--- config.mk ---
export PLATFORM = sky130hd
export DESIGN_NAME = led_fill_to_bin
export DESIGN_NICKNAME = d
export VERILOG_FILES = /design/src/rtl/led_fill_to_bin.sv
export SDC_FILE = /design/constraint.sdc
export NUM_CORES = 1
export LEC_CHECK = 0
export CORE_MARGIN = 1
export CORE_UTILIZATION = 50
export DETAILED_ROUTE_END_ITERATION = 6
export PLACE_DENSITY_LB_ADDON = 0.08
export SETUP_SLACK_MARGIN = 0.2
export SLEW_MARGIN = 5
export SYNTH_ARGS = -nofsm -noshare
export SYNTH_HDL_FRONTEND = slang
export SYNTH_SLANG_ARGS = --single-unit
export TNS_END_PERCENT = 1
--- constraint.sdc ---
create_clock -name clk -period 2.4 [get_ports clk]
set_input_delay 0.24 -clock clk [delete_from_list [all_inputs] [get_ports clk]]
set_output_delay 0.24 -clock clk [all_outputs]
set_load 0.01 [all_outputs]
--- src/rtl/led_fill_to_bin.sv ---
// Thermometer (fill) code to binary decoder for asynchronous board inputs.
// Synchronises, debounces, validates and publishes the count over valid/ready.
module led_fill_to_bin #(
   parameter int WIDTH    = 10,
   parameter int VAL_W    = 4,
   parameter int DEBOUNCE = 16
) (
   input  logic             clk,
   input  logic             rst_n,
   input  logic [WIDTH-1:0] fill_in,
   output logic [VAL_W-1:0] out_value,
   output logic             out_err,
   output logic             out_valid,
   input  logic             out_ready,
   output logic             overrun,
   input  logic             ovr_clr
);

   localparam int CNT_W = $clog2(DEBOUNCE) + 1;
   localparam logic [CNT_W-1:0] CNT_MAX = CNT_W'(DEBOUNCE - 1);

   localparam logic [1:0] IDLE   = 2'd0;
   localparam logic [1:0] SETTLE = 2'd1;
   localparam logic [1:0] COMMIT = 2'd2;

   logic [WIDTH-1:0] sync1_q, sync2_q;
   logic [WIDTH-1:0] cand_q, cand_d;
   logic [WIDTH-1:0] last_q, last_d;
   logic [CNT_W-1:0] cnt_q, cnt_d;
   logic [1:0]       state_q, state_d;
   logic [VAL_W-1:0] value_q, value_d;
   logic             err_q, err_d;
   logic             valid_q, valid_d;
   logic             overrun_q, overrun_d;
   logic             set_ovr;

   // Value is the highest set bit position + 1; any zero below it marks a bubble.
   function automatic logic [VAL_W:0] decode(input logic [WIDTH-1:0] code);
      logic [VAL_W-1:0] v;
      logic             e;
      v = '0;
      e = 1'b0;
      for (int i = 0; i < WIDTH; i++)
         if (code[i]) v = VAL_W'(i + 1);
      for (int i = 0; i < WIDTH; i++)
         if ((VAL_W'(i) < v) && !code[i]) e = 1'b1;
      return {e, v};
   endfunction

   // NOTE: every signal gets a default before the case so no latch is inferred.
   always_comb begin
      state_d   = state_q;
      cand_d    = cand_q;
      cnt_d     = cnt_q;
      last_d    = last_q;
      value_d   = value_q;
      err_d     = err_q;
      valid_d   = valid_q;
      set_ovr   = 1'b0;

      case (state_q)
         IDLE: begin
            if (sync2_q != last_q) begin
               cand_d  = sync2_q;
               cnt_d   = '0;
               state_d = SETTLE;
            end
         end
         SETTLE: begin
            if (sync2_q == last_q) begin
               state_d = IDLE;
            end else if (sync2_q != cand_q) begin
               cand_d = sync2_q;
               cnt_d  = '0;
            end else if (cnt_q == CNT_MAX) begin
               state_d = COMMIT;
            end else begin
               cnt_d = cnt_q + CNT_W'(1);
            end
         end
         COMMIT: begin
            last_d           = cand_q;
            {err_d, value_d} = decode(cand_q);
            state_d          = IDLE;
         end
         default: state_d = IDLE;
      endcase

      // A new commit always wins over the consumer draining the old value.
      if (state_q == COMMIT) begin
         valid_d = 1'b1;
         set_ovr = valid_q && !out_ready;
      end else if (valid_q && out_ready) begin
         valid_d = 1'b0;
      end

      overrun_d = set_ovr ? 1'b1 : (ovr_clr ? 1'b0 : overrun_q);
   end

   // NOTE: sequential state uses non-blocking assignments only.
   always_ff @(posedge clk or negedge rst_n) begin
      if (!rst_n) begin
         sync1_q   <= '0;
         sync2_q   <= '0;
         cand_q    <= '0;
         last_q    <= '0;
         cnt_q     <= '0;
         state_q   <= IDLE;
         value_q   <= '0;
         err_q     <= 1'b0;
         valid_q   <= 1'b0;
         overrun_q <= 1'b0;
      end else begin
         sync1_q   <= fill_in;
         sync2_q   <= sync1_q;
         cand_q    <= cand_d;
         last_q    <= last_d;
         cnt_q     <= cnt_d;
         state_q   <= state_d;
         value_q   <= value_d;
         err_q     <= err_d;
         valid_q   <= valid_d;
         overrun_q <= overrun_d;
      end
   end

   assign out_value = value_q;
   assign out_err   = err_q;
   assign out_valid = valid_q;
   assign overrun   = overrun_q;

endmodule

==> tab_implementation.tex <==
\begin{tabular}{lr}
\hline
Metric & Value \\
\hline
\multicolumn{2}{l}{\textbf{Timing}} \\
\quad Headroom to the max-slew limit & 0.404 \\
\quad Slew at the pin closest to its max-slew limit & 0.893 ns \\
\quad Fin. max-slew vios & 0 \\
\quad Unrepaired setup endpoints after global routing & false \\
\quad Period Utilization, post-route & 0.818 \\
\quad Final count of negative-setup-slack endpoints & 0 \\
\quad Post-layout minimum cycle time & just under 2 ns \\
\quad TNS Setup & 0 ns \\
\quad Largest clock skew in the final design & 0.0116 ns \\
\quad Maximum operating frequency & roughly 510 MHz \\
\quad Worst Hold Margin & roughly 0.039 ns \\
\quad Hold Vio Cnt, Final & 0 \\
\multicolumn{2}{l}{\textbf{Yosys}} \\
\quad Sequential element share of the synthesized area & 0.605 \\
\quad Synthesized instance count & roughly 180 \\
\quad Post-Synthesis Net Count & 199 \\
\quad Post-synth cell types & 33 \\
\quad Total number of yosys warnings & 0 \\
\quad Mean instance size in the synthesized netlist & 12.2 sq um \\
\quad Post-synthesis register bit count & 54 \\
\quad Share of the synthesized area in the top cell type & 0.605 \\
\quad Cell type with the largest total area after synthesis & dfrtp\_1 \\
\quad Synthesized cell area & 2230 sq um \\
\quad Top area cells in the synthesized netlist & dfrtp\_1, mux2\_2, xnor2\_1 \\
\multicolumn{2}{l}{\textbf{Flow run}} \\
\quad Max-cap violation count & 0 \\
\multicolumn{2}{l}{\textbf{Clocking}} \\
\quad Worst skew pair latency & 0.30 ns \\
\quad CTS Buf Count & 5 \\
\quad Clock slew seen by the registers of the worst setup and hold paths & $\sim$0.09 ns \\
\quad Count of clock tree sinks & between 50 and 60 \\
\quad Clock Tree Root & clkbuf\_8 \\
\quad Count of cells resized by post-cts repair & 0 \\
\quad Post-cts hold buffer count & 0 \\
\quad Maximum number of buffers from clock root to sink & 2 \\
\quad CTS H-Tree Depth & 2 \\
\quad Clock tree from TritonCTS & done \\
\quad Post CTS Setup Buffer Count & 0 \\
\multicolumn{2}{l}{\textbf{Critical path}} \\
\quad Data arrival time of the critical path & 2.15 ns \\
\quad Cell with the largest stage delay on the worst path & a41o\_1 \\
\quad Startpoint class of the critical path & flip-flop \\
\quad Top cell family by delay on the critical path & compound AO/OA/AOI/OAI gates \\
\quad Crit path cell chain & xor2\_1 > nor4\_1 > a41o\_1 > nor2\_4 > mux2\_2 \\
\quad CP required & 2.58 ns \\
\quad Worst R2R Path Depth & 5 \\
\quad Stages on the worst setup path & 5 \\
\quad Endpoint kind of the worst setup timing path & flip-flop \\
\quad Highest fanout seen on the critical path & 10 \\
\quad Sum of buffers and inverters on the critical path & 0 \\
\quad Delay of the slowest critical-path stage & 0.49 ns \\
\quad Setup CP Type & reg2reg \\
\multicolumn{2}{l}{\textbf{Die}} \\
\quad Vertical extent of the die & 68.8 um \\
\quad Initial Utilization & 0.539 \\
\quad Area inside the core boundary & 4140 sq um \\
\quad Die outline area & between 4000 and 5000 sq um \\
\quad Die Span X & 68.8 um \\
\quad Number of core rows & 23 \\
\quad Number of primary I/O pins & 21 \\
\multicolumn{2}{l}{\textbf{Drt}} \\
\quad DR DRC count & 0 \\
\quad DR vias & about 1400 \\
\quad Final wirelength & around 3.7 mm \\
\quad Vias per cell & between 5 and 6 \\
\quad Average wire length per cell after detail routing & between 10 and 15 um \\
\quad Final antenna-violating net count & 0 \\
\quad First drt pass iteration count & 4 \\
\quad Initial drt markers & 131 \\
\multicolumn{2}{l}{\textbf{GRT}} \\
\quad Number of antenna violations at the first check in global routing & 0 \\
\quad Via count of the first global-routing pass & 1351 \\
\quad Largest net degree at the start of global routing & 55 \\
\quad Aggregate global-route resource usage & 0.195 \\
\quad Aggregate global routing overflow & 0 \\
\quad Global-route wire length before repair & 6.42 mm \\
\multicolumn{2}{l}{\textbf{Finish}} \\
\quad Area growth, synth to finish & 14.3\% \\
\quad Layout cells sized above 1 & 0.145 \\
\quad Number of diodes added for antenna fixing & 0 \\
\quad Total of fill cells in the finished design & 359 \\
\quad Layout net count & 215 \\
\multicolumn{2}{l}{\textbf{Outcome}} \\
\quad Status & finished clean \\
\multicolumn{2}{l}{\textbf{Placement}} \\
\quad Detailed placer's ending HPWL & $\sim$2.7 mm \\
\quad Port Buffers & 20 \\
\quad Weighted congestion at the end of routability-driven global placement & 0.877 \\
\multicolumn{2}{l}{\textbf{Hold path}} \\
\quad Worst hold path class & in2async \\
\multicolumn{2}{l}{\textbf{Pwr}} \\
\quad Total leakage power & 1.10 nW \\
\quad Peak VDD IR & 0.435 mV \\
\quad Total power per unit cell area & around 650 nW/um\^{}2 \\
\hline
\end{tabular}
==> cell families after synthesis <==
group	after synthesis	synth area share
mux	19	0.0952
compound gates	26	0.0711
fa+ha+maj	2	0.0112
simple gates	41	0.0992
buf+inv	21	0.0398
xor+xnor	20	0.0784
flops	54	0.605
==> state kept, by name, indices dropped and copies added, names as in the netlist <==
name,flops
cand_q,10
cnt_q,5
last_q,10
out_err,1
out_valid,1
out_value,4
overrun,1
state_q,2
sync1_q,10
sync2_q,10
==> final cells by class <==
| cell class | count | area [sq um] | share of cell area |
|---|---|---|---|
| multi-input combinational | 108 | 793 | 0.311 |
| tap | 50 | 62.6 | 0.0245 |
| sequential | 54 | 1350 | 0.529 |
| clock buffer | 6 | 72.6 | 0.0284 |
| inverter | 9 | 33.8 | 0.0132 |
| timing repair buffer | 21 | 203 | 0.0794 |
| clock inverter | 2 | 37.5 | 0.0147 |
==> layer usage <==
layer / up-vias / GRT usage / wire, um / part of all wire
met1: 656 / 0.261 / 1660 / 0.45
met3: 5 / 0.0493 / 183 / 0.049
li1: 659 / - / - / -
met4: 0 / 0.0612 / 38 / 0.010
met2: 40 / 0.313 / 1850 / 0.50
met5: - / 0 / 0 / 0
==> Yosys cell counts <==
cell       instances
nand2b_1           4
inv_1              9
nor3_2             1
o2111ai_1          1
a211oi_1           1
nor4_1             6
nor2_1             7
ha_1               2
nand2_1            9
a2111oi_0          1
nand4_1            3
dfrtp_1           54
mux2_2            18
o21ai_0            9
o31a_1             1
a22oi_1            1
xnor2_1           12
nor2_4             1
nand3b_1           1
xor2_1             8
or4b_1             1
nor3_1             5
a21oi_1            5
buf_2              2
buf_6              1
o22ai_1            4
and3_1             1
nand3_1            2
o31ai_1            1
mux2i_1            1
clkbuf_1           9
o21ai_1            1
a41o_1             1
==> cells in the final DEF (no fill, tap or decap), drive strengths merged, types with 8 or more instances in the layout <==
master and count:
nor2 8, mux2 18, xnor2 12, inv 9, o21ai 10, dfrtp 54
clkdlybuf4s50 19, xor2 8, nand2 9
==> final timing paths <==
path                       startpoint    endpoint  slack [ns]
min reg2reg                sync1_q[0]  sync2_q[0]        0.35
max                        sync2_q[4]   cand_q[5]        0.44
max reg2reg                sync2_q[4]   cand_q[5]        0.44
min in group clk           sync1_q[0]  sync2_q[0]        0.35
max in group asynchronous       rst_n  sync2_q[1]        1.93
min                             rst_n   out_valid        0.04
==> power breakdown <==
group | total (mW) | internal (mW) | switching (mW)
Sequential | 0.969 | 0.935 | 0.0342
Clock | 0.592 | 0.311 | 0.281
Combinational | 0.0882 | 0.0479 | 0.0403
==> per-stage QoR <==
stage          power, mW  cells  worst slack (ns)  area (sq um)  utilization
2_1_floorplan       1.03    183             0.651          2230            -
3_3_place_gp        1.07    242             0.459          2440        0.590
3_5_place_dp        1.08    242             0.444          2440        0.590
4_1_cts             1.68    250             0.422          2550        0.616
5_1_grt             1.73    250             0.326          2550        0.616
6_report            1.65    250             0.437          2550        0.616
No activity file was read; power rests on OpenSTA's default activity.
